File: src/rtl/pc_fetch_sequencer.sv
// pc_fetch_sequencer: fetch-stage controller for the pipelined MIPS datapath.
// It chooses the next PC (reset vector, sequential, branch or jump target).
// It holds the PC on load-use hazards or on a slow instruction memory.
// It squashes IF/ID for FLUSH_CYCLES cycles after every redirect.
// Optional feature macro: PC_ALIGN_CHECK_EN. When it is defined, a misaligned
// pc_next is replaced by EXC_VECTOR, and the misalign_pulse port is added.
//
// Interface semantics: pc_hold=1 tells the PC register to keep its value.
// pc_hold=0 tells it to load pc_next on the next rising edge. Every output
// except pc_next in BOOT is registered and reacts one edge after its inputs.
module pc_fetch_sequencer #(
   parameter logic [31:0] PC_STEP      = 32'd4,
   parameter int          FLUSH_CYCLES = 1,
`ifdef PC_ALIGN_CHECK_EN
   parameter logic [31:0] EXC_VECTOR   = 32'h80000180,
`endif
   parameter int          WAIT_LIMIT   = 15
) (
   input  logic        clk,
   input  logic        rst_n,
   input  logic [31:0] pc_initial,
   input  logic [31:0] pc_cur,
   input  logic        stall_req,
   input  logic        imem_ready,
   input  logic        branch_taken,
   input  logic [31:0] branch_target,
   input  logic        jump,
   input  logic [31:0] jump_target,
   output logic [31:0] pc_next,
   output logic        pc_hold,
   output logic        if_id_flush,
   output logic        fetch_timeout,
`ifdef PC_ALIGN_CHECK_EN
   output logic        misalign_pulse,
`endif
   output logic [1:0]  seq_state
);

   typedef enum logic [1:0] {
      S_BOOT  = 2'd0,
      S_RUN   = 2'd1,
      S_WAIT  = 2'd2,
      S_REDIR = 2'd3
   } state_e;

   // The wait counter must be able to hold WAIT_LIMIT+1, which is its saturation value.
   localparam int             WW         = $clog2(WAIT_LIMIT + 2);
   localparam logic [WW-1:0]  WAIT_SAT   = WW'(WAIT_LIMIT + 1);
   localparam logic [WW-1:0]  WAIT_LIM_W = WW'(WAIT_LIMIT);
   localparam logic [WW-1:0]  WAIT_ONE   = WW'(1);
   localparam logic [1:0]     FLUSH_LOAD = 2'(FLUSH_CYCLES);

   state_e         state_q, state_d;
   logic [31:0]    pc_q, pc_d;
   logic           hold_q, hold_d;
   logic           flush_q, flush_d;
   logic [1:0]     flush_cnt_q, flush_cnt_d;
   logic [WW-1:0]  wait_q, wait_d;
   logic           timeout_q, timeout_d;
   logic           redirect;
   logic [31:0]    target;
   logic [31:0]    seq_pc;
`ifdef PC_ALIGN_CHECK_EN
   logic           misalign_q, misalign_d;
`endif

   // Next-state and next-output selection; priority is redirect > stall > imem wait > sequential.
   always_comb begin
      state_d     = state_q;
      pc_d        = pc_q;
      hold_d      = hold_q;
      flush_d     = 1'b0;
      flush_cnt_d = flush_cnt_q;
      wait_d      = wait_q;
      timeout_d   = timeout_q;
      redirect    = branch_taken | jump;
      target      = branch_taken ? branch_target : jump_target;
      seq_pc      = pc_cur + PC_STEP;
`ifdef PC_ALIGN_CHECK_EN
      misalign_d  = 1'b0;
`endif

      if (state_q == S_BOOT) begin
         // The reset vector goes to the PC register once, then normal fetch starts.
         pc_d        = pc_initial;
         hold_d      = 1'b0;
         flush_cnt_d = 2'd0;
         wait_d      = '0;
         state_d     = S_RUN;
      end else begin
`ifdef PC_ALIGN_CHECK_EN
         // Any misaligned PC that would be loaded becomes a redirect to the exception vector.
         if (redirect && (target[1:0] != 2'b00)) begin
            target     = EXC_VECTOR;
            misalign_d = 1'b1;
         end else if (!redirect && !stall_req && imem_ready && (seq_pc[1:0] != 2'b00)) begin
            redirect   = 1'b1;
            target     = EXC_VECTOR;
            misalign_d = 1'b1;
         end
`endif
         if (redirect) begin
            // A redirect overrides a stall, ends any memory wait and restarts the flush window.
            pc_d        = target;
            hold_d      = 1'b0;
            state_d     = S_REDIR;
            flush_cnt_d = FLUSH_LOAD;
            flush_d     = 1'b1;
            wait_d      = '0;
         end else begin
            if (stall_req) begin
               hold_d = 1'b1;
            end else if (!imem_ready) begin
               hold_d = 1'b1;
               if (wait_q != WAIT_SAT) begin
                  wait_d = wait_q + WAIT_ONE;
               end
               if (wait_d > WAIT_LIM_W) begin
                  timeout_d = 1'b1;
               end
            end else begin
               pc_d   = seq_pc;
               hold_d = 1'b0;
               wait_d = '0;
            end

            if (state_q == S_REDIR) begin
               // The flush window counts down even while the PC is held.
               flush_cnt_d = flush_cnt_q - 2'd1;
               if (flush_cnt_d != 2'd0) begin
                  flush_d = 1'b1;
               end else if (!stall_req && !imem_ready) begin
                  state_d = S_WAIT;
               end else begin
                  state_d = S_RUN;
               end
            end else if (!stall_req) begin
               state_d = imem_ready ? S_RUN : S_WAIT;
            end
         end
      end
   end

   // State and output registers; the reset is asynchronous and discards pending flush or wait.
   always_ff @(posedge clk or negedge rst_n) begin
      if (!rst_n) begin
         state_q     <= S_BOOT;
         pc_q        <= '0;
         hold_q      <= 1'b0;
         flush_q     <= 1'b0;
         flush_cnt_q <= 2'd0;
         wait_q      <= '0;
         timeout_q   <= 1'b0;
`ifdef PC_ALIGN_CHECK_EN
         misalign_q  <= 1'b0;
`endif
      end else begin
         state_q     <= state_d;
         pc_q        <= pc_d;
         hold_q      <= hold_d;
         flush_q     <= flush_d;
         flush_cnt_q <= flush_cnt_d;
         wait_q      <= wait_d;
         timeout_q   <= timeout_d;
`ifdef PC_ALIGN_CHECK_EN
         misalign_q  <= misalign_d;
`endif
      end
   end

   // In BOOT (including while in reset) the reset vector is presented directly.
   assign pc_next       = (state_q == S_BOOT) ? pc_initial : pc_q;
   assign pc_hold       = hold_q;
   assign if_id_flush   = flush_q;
   assign fetch_timeout = timeout_q;
   assign seq_state     = state_q;
`ifdef PC_ALIGN_CHECK_EN
   assign misalign_pulse = misalign_q;
`endif

endmodule
File: config.mk
export PLATFORM = sky130hd
export DESIGN_NAME = pc_fetch_sequencer
export DESIGN_NICKNAME = d
export VERILOG_FILES = /design/src/rtl/pc_fetch_sequencer.sv
export SDC_FILE = /design/constraint.sdc
export NUM_CORES = 1
export LEC_CHECK = 0
export BUFFER_PORTS_ARGS = -buffer_cell sky130_fd_sc_hd__buf_2
export CAP_MARGIN = 20
export CORE_MARGIN = 3
export CORE_UTILIZATION = 48
export DETAILED_ROUTE_END_ITERATION = 6
export GPL_TIMING_DRIVEN = 1
export PLACE_DENSITY = 0.81
export SKIP_CTS_REPAIR_TIMING = 1
export SYNTH_ARGS = -nofsm -noshare
export SYNTH_HDL_FRONTEND = slang
export SYNTH_SLANG_ARGS = --single-unit
File: constraint.sdc
create_clock -name clk -period 2.4 [get_ports clk]
set_input_delay 0.36 -clock clk [delete_from_list [all_inputs] [get_ports clk]]
set_output_delay 0.36 -clock clk [all_outputs]
set_load 0.01 [all_outputs]
Word level (Yosys, flattened, before mapping). Cells that the tools add are included.

Bits in registers: 44. Input bits: 134. Output and inout port bits: 37. Logic and storage cells: 64.

Add/subtract/negate cells: 3. $lt $le $gt $ge: 1. Equal/unequal tests: 5. Multiplexer cells: 33. Bitwise operators: 5. Reduce and logical (&&, ||, !) cells: 10.

Operators by type and width (count): $mux W32 (6); $mux W5 (9); $add A32 B3 Y32 const B (1); $mux W2 (10); $mux W1 (8); $reduce_bool A3 Y1 (2); $add A5 B1 Y5 const B (1); $gt A5 B4 Y1 const B (1); $ne A5 B5 Y1 const B (1); $reduce_and A5 Y1 (1); $ne A4 B1 Y1 const B (1); $ne A4 B4 Y1 const B (1); $not A1 Y1 (4); $reduce_and A2 Y1 (2); $ne A3 B1 Y1 const B (1); $eq A2 B2 Y1 const B (1); $logic_not A1 Y1 (2); $logic_not A2 Y1 (1); $reduce_bool A2 Y1 (1); $sub A2 B1 Y2 const B (1); $logic_and A1 B1 Y1 (1); $or A1 B1 Y1 (1).

Longest topological paths before layout.
Depth in word-level cells: 10. Gate-level depth with buffers: 10. Gate-level depth less buffers: 8.

Least setup slack after synthesis. OpenSTA, ideal clock, no wires.

Path kind: register to output. Start point: register state_q[0], in the netlist seq_state[0]. End point: output pc_next[10]. Arrival time: 1.720 ns. Required time: 2.040 ns. Slack: 0.320 ns. Stages on the path, launching flop included: 7. Buffers on the path: 3. Cell sequence: dfrtp_1 inv_1 ha_1 buf_2 buf_2 buf_1 mux2_2.

Word-level cells in the longest chain between the ends: 2.

Ends and longest elaborated chain: start, declared (line 53) `state_e state_q, state_d;`; start signal, assigned (line 158) `state_q <= state_d;`; $logic_not A2 Y1 (line 172) `assign pc_next = (state_q == S_BOOT) ? pc_initial : pc_q;`; $mux W32 (line 172); end, declared (line 29) `output logic [31:0] pc_next,`.

No other way between the ends.

Worst setup path in the final report.
Start point: register state_q[1], in the netlist seq_state[1]. End point: output pc_next[5].

Same word-level chain as after synthesis.

==> impl_metrics.csv <==
group,metric,value,unit
timing,setup_repair_after_global_routing_missed_its_margin,"false",
die,floorplan.initialDensity,50.8,%
synthesis,post_synthesis_sequential_element_count,44,
setup_path,cp_slowest_cell,"dfrtp_1",
cts,cts-root-buf,"clkbuf_8",
cells_and_area,synthToLayoutAreaGrowth,27.6,%
routing,wl_per_cell,17.1,um
cells_and_area,final_core_utilization,64.8,%
setup_path,cpPeakStageDelay,0.42,ns
place,gp_congestion,0.916,
die,die_width,94.5,um
die,core_region_area,7410,um2
global_routing,grt_usage,27.2,%
synthesis,yosysUniqueCellTypes,56,
setup_path,setup.worst_path.class,"reg2out",
global_routing,antenna_violations_before_repair,0,
power,post-layout-total-power,2.10,mW
synthesis,mappedNetlistNets,605,
routing,route.detailed.vias_per_inst,5.89,
setup_path,cp_max_fo,29,
power,total_leakage_power,2.32,nW
global_routing,grt_max_degree,31,
cts,tritoncts,"done",
run_status,status,"finished, final reports clean",
cts,cts_buffer_depth,2,
setup_path,timing.critical_path.to_type,"output port",
timing,final.hold.worst_slack,0.0337,ns
synthesis,synth_warnings,0,
cells_and_area,fin_cells,724,
timing,final.setup.worst_slack,0.150,ns
die,dieArea,8940,um2
place,count_of_input_and_output_buffers,170,
cells_and_area,final_layout_size_suffix_gt1_share,36.8,%
global_routing,grt_pass1_vias,3890,
synthesis,synthArstFlopShare,100,%
cells_and_area,insertedDiodeCount,0,
power,vdd_ir_drop_max,197,uV
timing,timing.fmax,444,MHz
setup_path,timing.critical_path.from_type,"flop",
synthesis,ys.flop_type,"dfrtp_1",
cells_and_area,design.final.nets,765,
cts,tritoncts.num_buffers,5,
cts,cts.reportedPaths.clkPinSlew,0.08,ns
routing,first_pass_iters,5,
cts,cts_num_sinks,44,
timing,period_share,93.8,%
min_path,holdCritPathClass,"in2async",
synthesis,syn_avg_cell_area,8.09,um2
routing,drc,0,
timing,max_slew_margin,67.4,%
die,floorplan.io_pins,171,
setup_path,cp.arrival,1.89,ns
synthesis,synth_cells,465,
die,die_h,94.5,um
routing,postRouteWirelength,12400,um
routing,routed-via-count,4267,
setup_path,critical_path.cell_chain,"inv_1 -> ha_2 -> buf_4 -> mux2_2 -> buf_2",
timing,final_setup_violations,0,
setup_path,critPathRequiredTime,2.04,ns
run,reported_max_cap_violation_count,0,
routing,drt_first_iter_violations,327,
die,rows,31,
place,post_dp_area,4700,um2
global_routing,globalRouteOverflowTotal,0,
setup_path,timing.rr.start,"seq_state[1]$_DFFE_PN0P_",
synthesis,synth_area,3760,um2
timing,fin_worst_skew,0.00991,ns
cells_and_area,stdcell_area,4800,um2
place,post-dp-hpwl,10000,um
global_routing,grt_pass1_wl,19000,um
timing,worstMarginPinSlew,0.489,ns
place,post-place-cells,717,
timing,final-hold-violation-count,0,
timing,slew_violations,0,
synthesis,fraction_of_the_yosys_area_taken_by_sequential_cells,29.3,%
timing,final.setup.tns,0,ns
cts,clk-insertion-delay-late,0.31,ns
setup_path,critical_path.startpoint,"seq_state[1]$_DFFE_PN0P_",
place,detailedPlace.worstSlack,0.366,ns
power,cellPowerDensity,438,nW/um2
synthesis,synth_enable_flop_cells,0,
timing,post-route-min-period,2.25,ns
cts,clock_tree.htree_level_count,2,
routing,route.antenna.remaining_nets,0,
layer usage:
metal  track usage (%)  vias to the layer above  part of all wire [%]
li1                  -                     2030                     -
met1              37.5                     1962                    43
met2              43.9                      250                    46
met3              4.30                       25                   9.7
met4              8.65                        0                   1.8
met5                 0                        -                     0
registers in the layout, summed over array words and instances, names as in the netlist:
signal         cells
pc_q              32
flush_cnt_q        2
fetch_timeout      1
if_id_flush        1
wait_q             5
seq_state          2
pc_hold            1
where the power goes:
group	total, mW	leakage [nW]	switching [mW]	internal (mW)
logic	0.727	1.74	0.393	0.334
registers	0.865	0.526	0.0456	0.819
clock network	0.511	0.0503	0.254	0.257
total	2.10	2.32	0.693	1.41
cell usage after synthesis, drive strengths merged (6+ instances only):
cell type	count	area share (%)
nand2	40	4.1
nand3	7	1.1
ha	6	2.0
a22oi	11	2.2
o31ai	7	1.4
a21oi	43	5.7
o21ai	33	4.4
clkbuf	7	0.73
xor2	11	2.6
inv	36	3.6
and2	6	1.0
xnor2	11	2.6
nor2	31	3.1
buf	25	3.2
nand4	15	2.9
mux2	23	6.9
a31oi	16	2.7
mux2i	12	3.2
a221oi	7	1.6
dfrtp	44	29
a221o	10	2.7
and3	7	1.2
nor4	6	1.4
final timing paths:
kind                                        endpoint  slack (ns)  cells after the start
min in group clk                pc_q[18]$_DFFE_PN0P_        0.31                      2
hold / removal                   pc_q[1]$_DFFE_PN0P_        0.03                      2
setup / recovery                          pc_next[5]        0.15                      5
setup reg to reg                pc_q[29]$_DFFE_PN0P_        0.48                      8
hold reg to reg            fetch_timeout$_DFFE_PN0P_        0.47                      1
max in group asynchronous      wait_q[3]$_DFFE_PN0P_        2.12                      2
kinds of logic after synthesis:
family	count (synthesis)	synth area share, %
xor+xnor	22	5.12
fa+ha+maj	6	2.00
simple gates	135	19.4
compound gates	155	26.7
mux	35	10.1
flops	44	29.3
buf+inv	68	7.52
critical path, delay by kind of cell (launching register included):
family	cells	cell delay [ns]
mux	1	0.39
fa+ha+maj	1	0.24
flops	1	0.42
buf+inv	3	0.54
cells in the final DEF, fill, tap and decap left out, types with 3 or more instances in the layout:
cell type  synthesis  final
nor2b_1            3      3
nor4_1             5      5
a21oi_1           43     43
xor2_1            11     11
a221oi_1           7      7
a31oi_1           16     16
and3_1             6      6
and2_1             6      6
o21ai_0           33     33
nand3_1            6      6
ha_1               6      5
nor2_1            31     31
nand4_1           14     14
buf_4              0     15
a21boi_0           3      3
mux2i_1           12     12
o211ai_1           4      4
a22oi_1           11     11
a22o_1             4      4
mux2_2            23     23
nor3b_1            3      3
xnor2_1           11     11
nand2_1           39     39
clkbuf_8           0      7
dfrtp_1           44     44
buf_2             15    170
nor3_1             3      3
inv_1             35     35
a221o_1           10     10
o31ai_1            7      7
o21a_1             5      5
cell type report:
cell class                 count  area, um2
timing repair buffer         185        963
tap                           99        124
inverter                      36        135
fill                         640       2610
clock buffer                   7       96.3
multi-input combinational    353       2380
sequential                    44       1100
Power figures use the tool's default switching activity.
